## src/rtl/voice_scheduler_pkg.sv

```systemverilog
// Shared types and default widths for the voice scheduler.
//   - fsm_state_t   : control FSM encodings
//   - voice_state_t : per-voice state (FREE=0, PLAYING=1, RELEASING=2)
//   - sel_kind_t    : outcome of the voice search
package voice_scheduler_pkg;

  localparam int unsigned DefNVoices   = 4;
  localparam int unsigned DefFcwWidth  = 24;
  localparam int unsigned DefNoteWidth = 7;
  localparam int unsigned DefAgeWidth  = 8;

  typedef enum logic [2:0] {
    StIdle    = 3'd0,
    StLookup  = 3'd1,
    StReset   = 3'd2,
    StFcw     = 3'd3,
    StStart   = 3'd4,
    StRelease = 3'd5
  } fsm_state_t;

  typedef enum logic [1:0] {
    VsFree      = 2'd0,
    VsPlaying   = 2'd1,
    VsReleasing = 2'd2
  } voice_state_t;

  typedef enum logic [2:0] {
    SelNone    = 3'd0,
    SelRetrig  = 3'd1,
    SelFree    = 3'd2,
    SelSteal   = 3'd3,
    SelRelease = 3'd4
  } sel_kind_t;

endpackage

```

## src/rtl/voice_select.sv

```systemverilog
// Combinational voice search.
// Inputs : states, notes, ages (per voice), req_on, req_note.
// Outputs: target (voice index), kind (retrigger/free/steal/release/none).
// Note-on priority: retrigger a non-free voice holding the note, else lowest free voice,
// else the oldest voice (ties to lowest index). Note-off: a PLAYING voice holding the note.
module voice_select
  import voice_scheduler_pkg::*;
#(
  parameter int unsigned N_VOICES   = DefNVoices,
  parameter int unsigned NOTE_WIDTH = DefNoteWidth,
  parameter int unsigned AGE_WIDTH  = DefAgeWidth
) (
  input  voice_state_t [N_VOICES-1:0]                 states,
  input  logic         [N_VOICES-1:0][NOTE_WIDTH-1:0] notes,
  input  logic         [N_VOICES-1:0][AGE_WIDTH-1:0]  ages,
  input  logic                                        req_on,
  input  logic         [NOTE_WIDTH-1:0]               req_note,
  output logic         [$clog2(N_VOICES)-1:0]         target,
  output sel_kind_t                                   kind
);

  localparam int unsigned IdxW = $clog2(N_VOICES);

  logic            hit_found, free_found, rel_found;
  logic [IdxW-1:0] hit_idx, free_idx, rel_idx, old_idx;
  logic [AGE_WIDTH-1:0] old_age;

  always_comb begin
    hit_found  = 1'b0;
    free_found = 1'b0;
    rel_found  = 1'b0;
    hit_idx    = '0;
    free_idx   = '0;
    rel_idx    = '0;
    old_idx    = '0;
    old_age    = ages[0];

    // Walk downwards so the last match written is the lowest index.
    for (int i = int'(N_VOICES) - 1; i >= 0; i--) begin
      if (states[i] != VsFree && notes[i] == req_note) begin
        hit_found = 1'b1;
        hit_idx   = IdxW'(i);
      end
      if (states[i] == VsFree) begin
        free_found = 1'b1;
        free_idx   = IdxW'(i);
      end
      if (states[i] == VsPlaying && notes[i] == req_note) begin
        rel_found = 1'b1;
        rel_idx   = IdxW'(i);
      end
    end

    // Strict compare keeps the lowest index on equal ages.
    for (int i = 1; i < int'(N_VOICES); i++) begin
      if (ages[i] > old_age) begin
        old_age = ages[i];
        old_idx = IdxW'(i);
      end
    end

    target = '0;
    kind   = SelNone;
    if (req_on) begin
      if (hit_found) begin
        target = hit_idx;
        kind   = SelRetrig;
      end else if (free_found) begin
        target = free_idx;
        kind   = SelFree;
      end else begin
        target = old_idx;
        kind   = SelSteal;
      end
    end else if (rel_found) begin
      target = rel_idx;
      kind   = SelRelease;
    end
  end

endmodule

```

## src/rtl/voice_scheduler.sv

```systemverilog
// Allocates note-on/note-off requests onto the synth voices and sequences the
// per-voice reset, FCW write, start and release strobes.
// Ports:
//   clk, rst_n         : clock, synchronous active-low reset
//   req_valid/ready    : request handshake (ready only in IDLE)
//   req_on/note/fcw    : request payload
//   voice_done         : per-voice end-of-release pulse
//   fcw_data           : registered FCW bus shared by all voices
//   fcw_we, note_start, note_release, voice_rst : one-hot 1-cycle strobes
//   active_mask        : bit i set when voice i is not FREE
module voice_scheduler
  import voice_scheduler_pkg::*;
#(
  parameter int unsigned N_VOICES   = DefNVoices,
  parameter int unsigned FCW_WIDTH  = DefFcwWidth,
  parameter int unsigned NOTE_WIDTH = DefNoteWidth,
  parameter int unsigned AGE_WIDTH  = DefAgeWidth
) (
  input  logic                  clk,
  input  logic                  rst_n,
  input  logic                  req_valid,
  output logic                  req_ready,
  input  logic                  req_on,
  input  logic [NOTE_WIDTH-1:0] req_note,
  input  logic [FCW_WIDTH-1:0]  req_fcw,
  input  logic [N_VOICES-1:0]   voice_done,
  output logic [FCW_WIDTH-1:0]  fcw_data,
  output logic [N_VOICES-1:0]   fcw_we,
  output logic [N_VOICES-1:0]   note_start,
  output logic [N_VOICES-1:0]   note_release,
  output logic [N_VOICES-1:0]   voice_rst,
  output logic [N_VOICES-1:0]   active_mask
);

  localparam int unsigned IdxW = $clog2(N_VOICES);

  fsm_state_t                                 state_q;
  logic                                       req_on_q;
  logic         [NOTE_WIDTH-1:0]              req_note_q;
  logic         [FCW_WIDTH-1:0]               req_fcw_q;
  logic         [IdxW-1:0]                    target_q;
  voice_state_t [N_VOICES-1:0]                vstate_q;
  logic         [N_VOICES-1:0][NOTE_WIDTH-1:0] vnote_q;
  logic         [N_VOICES-1:0][AGE_WIDTH-1:0]  vage_q;

  logic      [IdxW-1:0] sel_target;
  sel_kind_t            sel_kind;

  voice_select #(
    .N_VOICES  (N_VOICES),
    .NOTE_WIDTH(NOTE_WIDTH),
    .AGE_WIDTH (AGE_WIDTH)
  ) u_voice_select (
    .states  (vstate_q),
    .notes   (vnote_q),
    .ages    (vage_q),
    .req_on  (req_on_q),
    .req_note(req_note_q),
    .target  (sel_target),
    .kind    (sel_kind)
  );

  function automatic logic [N_VOICES-1:0] onehot(input logic [IdxW-1:0] idx);
    onehot      = '0;
    onehot[idx] = 1'b1;
  endfunction

  assign req_ready = (state_q == StIdle);

  always_comb begin
    active_mask = '0;
    for (int i = 0; i < int'(N_VOICES); i++) begin
      active_mask[i] = (vstate_q[i] != VsFree);
    end
  end

  always_ff @(posedge clk) begin
    if (!rst_n) begin
      state_q      <= StIdle;
      req_on_q     <= 1'b0;
      req_note_q   <= '0;
      req_fcw_q    <= '0;
      target_q     <= '0;
      fcw_data     <= '0;
      fcw_we       <= '0;
      note_start   <= '0;
      note_release <= '0;
      voice_rst    <= '0;
      for (int i = 0; i < int'(N_VOICES); i++) begin
        vstate_q[i] <= VsFree;
        vnote_q[i]  <= '0;
        vage_q[i]   <= '0;
      end
    end else begin
      // Strobes are single-cycle unless re-asserted by the state transition below.
      fcw_we       <= '0;
      note_start   <= '0;
      note_release <= '0;
      voice_rst    <= '0;

      for (int i = 0; i < int'(N_VOICES); i++) begin
        if (voice_done[i] && vstate_q[i] == VsReleasing) begin
          vstate_q[i] <= VsFree;
        end
      end

      unique case (state_q)
        StIdle: begin
          if (req_valid) begin
            req_on_q   <= req_on;
            req_note_q <= req_note;
            req_fcw_q  <= req_fcw;
            state_q    <= StLookup;
          end
        end
        StLookup: begin
          target_q <= sel_target;
          unique case (sel_kind)
            SelRetrig, SelFree: begin
              fcw_data <= req_fcw_q;
              fcw_we   <= onehot(sel_target);
              state_q  <= StFcw;
            end
            SelSteal: begin
              voice_rst <= onehot(sel_target);
              state_q   <= StReset;
            end
            SelRelease: begin
              note_release <= onehot(sel_target);
              state_q      <= StRelease;
            end
            default: state_q <= StIdle;
          endcase
        end
        StReset: begin
          fcw_data <= req_fcw_q;
          fcw_we   <= onehot(target_q);
          state_q  <= StFcw;
        end
        StFcw: begin
          note_start <= onehot(target_q);
          state_q    <= StStart;
        end
        StStart: begin
          // Written after the voice_done loop, so a same-cycle done loses to START.
          for (int i = 0; i < int'(N_VOICES); i++) begin
            if (IdxW'(i) == target_q) begin
              vstate_q[i] <= VsPlaying;
              vnote_q[i]  <= req_note_q;
              vage_q[i]   <= '0;
            end else if (vstate_q[i] != VsFree && vage_q[i] != '1) begin
              vage_q[i] <= vage_q[i] + 1'b1;
            end
          end
          state_q <= StIdle;
        end
        StRelease: begin
          vstate_q[target_q] <= VsReleasing;
          state_q            <= StIdle;
        end
        default: state_q <= StIdle;
      endcase
    end
  end

endmodule

```

## config.mk

```make
export PLATFORM = sky130hd
export DESIGN_NAME = voice_scheduler
export DESIGN_NICKNAME = d
export VERILOG_FILES = /design/src/rtl/voice_scheduler_pkg.sv /design/src/rtl/voice_select.sv /design/src/rtl/voice_scheduler.sv
export SDC_FILE = /design/constraint.sdc
export NUM_CORES = 1
export LEC_CHECK = 0
export CAP_MARGIN = 20
export CORE_MARGIN = 3
export CORE_UTILIZATION = 40
export CTS_CLUSTER_DIAMETER = 30
export DETAILED_ROUTE_END_ITERATION = 8
export PLACE_DENSITY = 0.68
export SLEW_MARGIN = 20
export SYNTH_ARGS = -nofsm -noshare
export SYNTH_HDL_FRONTEND = slang
export SYNTH_SLANG_ARGS = --single-unit
```

## constraint.sdc

```tcl
create_clock -name clk -period 6.25 [get_ports clk]
set_input_delay 1.25 -clock clk [delete_from_list [all_inputs] [get_ports clk]]
set_output_delay 1.25 -clock clk [all_outputs]
set_load 0.05 [all_outputs]
```

==> results of run 1 <==
layout by cell type, fill, tap and decap left out, types with 15 or more instances in the layout:
| cell type | instances |
|---|---|
| inv_1 | 20 |
| dfxtp_1 | 145 |
| xor2_1 | 25 |
| o21ai_0 | 26 |
| a21oi_1 | 89 |
| xnor2_1 | 21 |
| clkdlybuf4s50_1 | 82 |
| nor2_1 | 61 |
| clkbuf_16 | 17 |
| nor3_1 | 15 |
| ha_1 | 28 |
| nand4_1 | 19 |
| mux2i_1 | 39 |
| nand2_1 | 202 |
logic make-up (layout without fill, tap and decap cells):
family,after synthesis,in the layout,synth area share [%]
AND/OR/NAND/NOR,365,365,24.12
AO/OA/AOI/OAI,146,146,12.10
buffers and inverters,60,139,3.958
multiplexers,39,39,5.771
flip-flops,145,145,42.92
XOR/XNOR,46,46,5.956
adder cells (fa/ha/maj),28,28,5.179
worst max-delay path, cell delays in order, from the launching register on:
cell and delay (ns):
dfxtp_1 0.36, inv_1 0.07, ha_1 0.30, nor2b_1 0.13, o211ai_1 0.15, a21oi_1 0.09, o22ai_1 0.11, buf_4 0.22
mux2i_1 0.26, ha_1 0.27, nor2b_1 0.13, o211ai_1 0.15, a21oi_1 0.10, o21ai_0 0.15, buf_4 0.20, nand2_1 0.06
o21ai_0 0.08, ha_1 0.28, and4b_1 0.20, a211oi_1 0.24, o221ai_1 0.17, o21ai_0 0.15, o2111ai_1 0.17, a31oi_1 0.34
nor2_1 0.20, o31ai_1 0.28
flip-flops by register name, indices dropped and copies added (netlist names):
register	count
vage_q	32
vnote_q	28
fcw_data	24
req_fcw_q	24
vstate_q	8
req_note_q	7
fcw_we	4
note_release	4
note_start	4
voice_rst	4
state_q	3
target_q	2
req_on_q	1
stage by stage:
step / setup WS, ns / hold slack, ns
global placement: 1.508 / 0.4423
detailed placement: 1.349 / 0.4465
floorplan: 1.323 / 0.4366
global route: 0.7988 / 0.4722
CTS: 1.300 / 0.4554
finish: 1.288 / 0.4549
routing by layer:
metal,wire length [um],vias to the layer above,GRT usage [%]
li1,-,2950,-
met1,7327,2623,22.19
met2,7348,107,28.12
met3,886,18,6.329
met4,286,0,5.543
met5,0,-,0
report_power, final:
group | switching, uW | internal (uW)
registers | 21.8 | 942
clock network | 394 | 632
logic | 77.3 | 54.9
worst paths after layout:
check	to	slack [ns]	cells past startpoint	from
max reg2reg	fcw_we[2]$_SDFF_PN0_	1.29	25	vage_q[1]$_SDFFE_PN0P_
min reg2reg	req_fcw_q[9]$_SDFFE_PN0P_	0.45	2	req_fcw_q[9]$_SDFFE_PN0P_
max	fcw_we[2]$_SDFF_PN0_	1.29	25	vage_q[1]$_SDFFE_PN0P_
min	req_fcw_q[9]$_SDFFE_PN0P_	0.45	2	req_fcw_q[9]$_SDFFE_PN0P_
area by class of cell:
type | count | area share (%)
multi-input cells | 624 | 43.30
inverters | 21 | 0.9489
well taps | 216 | 3.253
flip-flops and latches | 145 | 34.94
clock buffers | 21 | 5.784
repair buffers | 87 | 10.30
clock inverters | 10 | 1.461
==> results.cfg, run 1 <==
[final_layout]
regArea_um2 = 2903
syn_to_final_growth_pct = 22.81
n_fill_cell = 1579
antenna_cells = 0
finalNonFillerCells = 1124
multiInputGateArea_um2 = 3597
layout.nets = 963
drive_gt1_share_pct = 5.396
post-route-util_pct = 51.18
final_area_um2 = 8307

[place]
hpwl_um = 11250
portBuffers = 83
dp_cells = 1093
gp_congestion = 0.8354
place_area_um2 = 7701

[synthesis]
synth.most_common_cell = nand2_1
ys_top_cells_by_area = dfxtp_1, nand2_1, a21oi_1
syn-cell-area_um2 = 6764
synth-seq-cells = 145
ys_seq_area_share_pct = 42.92
synthesis.nets = 896
syn_inst = 829
synth_commonest_cells = nand2_1, dfxtp_1, a21oi_1
synth_warnings = 0
yosysTopAreaCell = dfxtp_1
syn_area_per_cell_um2 = 8.159
async_flop_share_pct = 0
synth_top_area_share_pct = 42.92
synth_ff_type = dfxtp_1
synth_edf_count = 0
synth.distinct_cells = 53

[critical_path]
cp-start-kind = flip-flop
worstPathRequired_ns = 6.58
critPathMaxFanout = 15
end_kind = flip-flop
crit_arrival_ns = 5.29
worstSetupPathType = reg2reg

[pwr]
powerDensity_nw_per_um2 = 255.5
power_leakage_uw = 0.003134
p_total_uw = 2122
ir_worst_vdd_mv = 0.1895

[clock_tree]
post_cts_buffers = 0
cts_max_level = 4
clk_pin_slew_worst_paths_ns = 0.06
cts_tree = yes
hold_buffers = 0
cts.path.max_buffers = 2
cts_root_buffer = clkbuf_16
cts_inserted_buffers = 17
clk_latency_ns = 0.42
post_cts_resized = 0
cts.sinks = 145

[global_route]
overflow = 0
grt_pass1_wl_um = 25890
grt_max_degree = 60
grt_usage_pct = 17.59
grt_pass1_vias = 5311
antenna_found_initial = 0

[die]
die_h_um = 136.0
io_pins = 84
rows = 46
core_um2 = 16230
dieArea_um2 = 18510
die_w_um = 136.0
start_util_pct = 41.67

[timing]
drv_slew = 0
layout_worst_path_cycle_share_pct = 79.39
finalCriticalPeriod_ns = 4.962
rsz0062_at_grt = false
relSlewSlack_pct = 30.47
fin_skew_ns = 0.007115
hold_violations = 0
worstMarginPinSlew_ns = 1.041
finalSetupViolCount = 0
fmax_ghz = 0.2015
tns_ns = 0

[routing]
num_vias = 5698
wire_per_inst_um = 14.10
first_pass_iters = 4
ant_nets = 0
drc_errors = 0
dr.first_iter.drc_count = 337
drt-total-wl_um = 15850
vias_per_cell = 5.069

[flow_run]
maxCapViolCount = 0

[run_status]
status = complete, no violations

[hold_path]
min_path_type = reg2reg
(Power assumes the default switching activity.)
==> run 2, diff against run 1 <==
- clock period: 6.25 -> 4.8 ns (I/O delays scaled with it)
==> results.cfg, run 2 (synthesis results as in run 1) <==
[clock_tree]
clk_latency_ns = 0.43
cts_tree = yes
hold_buffers = 0
cts_max_level = 4
cts_inserted_buffers = 17
cts.path.max_buffers = 2
clk_pin_slew_worst_paths_ns = 0.06
cts_root_buffer = clkbuf_16
cts.sinks = 145

[critical_path]
worstPathRequired_ns = 5.17
r2r_start = vage_q[1]$_SDFFE_PN0P_
crit_arrival_ns = 4.95
cp_top_family = compound AO/OA/AOI/OAI gates
cp-startpoint = vage_q[1]$_SDFFE_PN0P_
critPathBufInv = 5
worstSetupPathType = reg2reg
critPathMaxFanout = 6
cpMaxStageDelayCell = dfxtp_2
cp-start-kind = flip-flop
slowest_delay_ns = 0.33
ff2ff_setup_slack_ns = 0.22
end_kind = flip-flop

[timing]
setup_ws_ns = 0.2196
hold_violations = 0
relSlewSlack_pct = 28.80
fin_skew_ns = 0.007645
finalSetupViolCount = 0
worstMarginPinSlew_ns = 1.066
fmax_ghz = 0.2183
tns_ns = 0
drv_slew = 0
finalCriticalPeriod_ns = 4.580
layout_worst_path_cycle_share_pct = 95.43

[flow_run]
maxCapViolCount = 0

[final_layout]
antenna_cells = 0
multiInputGateArea_um2 = 3719
layout_common_cells = nand2_1, dfxtp_1, a21oi_1, clkdlybuf4s50_1, nor2_1
n_fill_cell = 1564
regArea_um2 = 2908
largest_reg_flops = 32
finalNonFillerCells = 1150
layout.nets = 988
reg_top3 = vage_q x32, vnote_q x28
drive_gt1_share_pct = 10.39
final_area_um2 = 8642
syn_to_final_growth_pct = 27.77
regMostFlops = vage_q
final_common_cell = nand2_1

[die]
start_util_pct = 41.67
die_w_um = 136.0
core_um2 = 16230
dieArea_um2 = 18510
die_h_um = 136.0
rows = 46
io_pins = 84

[hold_path]
min_path_type = reg2reg
holdCritStartpoint = fcw_data[23]$_SDFFE_PN0P_

[place]
hpwl_um = 11490
gp_congestion = 0.8714
place_area_um2 = 7829
place_ws_ns = -0.04857
dp_cells = 1109
portBuffers = 83

[global_route]
grt_pass1_wl_um = 27280
grt_pass1_vias = 5513
overflow = 0
grt_usage_pct = 18.35
antenna_found_initial = 0
grt_max_degree = 58

[pwr]
ir_worst_vdd_mv = 0.2926
powerDensity_nw_per_um2 = 323.5
power_leakage_uw = 0.003254

[routing]
first_pass_iters = 5
vias_per_cell = 5.074
drt-total-wl_um = 16670
drc_errors = 0
ant_nets = 0
wire_per_inst_um = 14.49
dr.first_iter.drc_count = 373
num_vias = 5835

[run_status]
status = complete, no violations
run 2: cell types whose count changed in the layout (fill, tap and decap cells not counted), moves of 3 or more:
cell / before / now
ha_4: 0 / 3
mux2i_1: 39 / 35
inv_8: 0 / 4
buf_4: 4 / 25
o21ai_0: 26 / 21
dfxtp_1: 145 / 141
clkbuf_8: 4 / 1
o21ai_2: 0 / 3
ha_1: 28 / 25
dfxtp_2: 0 / 4
run 2: routing by layer:
| layer | up-vias | part of all wire [%] | global-route usage [%] | wire [um] |
|---|---|---|---|---|
| met2 | 114 | 46 | 29.14 | 7734 |
| met1 | 2701 | 47 | 23.86 | 7805 |
| met3 | 26 | 5.0 | 5.403 | 841 |
| li1 | 2994 | - | - | - |
| met5 | - | 0 | 0 | 0 |
| met4 | 0 | 1.7 | 6.215 | 284 |
run 2: worst paths after layout:
check,cells past startpoint,endpoint
min,2,fcw_data[23]$_SDFFE_PN0P_
max,26,fcw_we[0]$_SDFF_PN0_
min reg2reg,2,fcw_data[23]$_SDFFE_PN0P_
max reg2reg,26,fcw_we[0]$_SDFF_PN0_
run 2: tightest hold or removal path: stages, from the launching register on:
cell and delay [ns]:
dfxtp_1 0.30, nand2_1 0.05, mux2i_1 0.05
run 2: through the flow:
stage               total power [uW]  util (%)  hold WS (ns)
finish                          2795     53.25        0.4548
global placement                1453     48.14        0.4413
CTS                             2819     52.15        0.4566
global route                    2895     53.25        0.4712
floorplan                       1389         -        0.4366
detailed placement              1457     48.23        0.4465
run 2: power by group:
| group | total [uW] | switching [uW] | internal, uW |
|---|---|---|---|
| Sequential | 1250 | 28.4 | 1230 |
| Combinational | 178 | 104 | 74.9 |
| Clock | 1360 | 564 | 799 |
| Total | 2800 | 696 | 2100 |
run 2: cell type report:
cell class | instances | share of cell area, %
Multi-Input combinational cell | 624 | 43.03
Timing Repair Buffer | 112 | 12.25
Inverter | 21 | 0.9121
Tap cell | 216 | 3.127
Sequential cell | 145 | 33.65
Clock buffer | 18 | 5.082
Clock inverter | 14 | 1.955
run 2: what timing repair did:
item,CTS,global route
resized for setup,4,33
pin swaps,1,18
buffers inserted,2,6
hold endpoints to repair,0,0
setup endpoints to repair,9,14
cloned,0,1
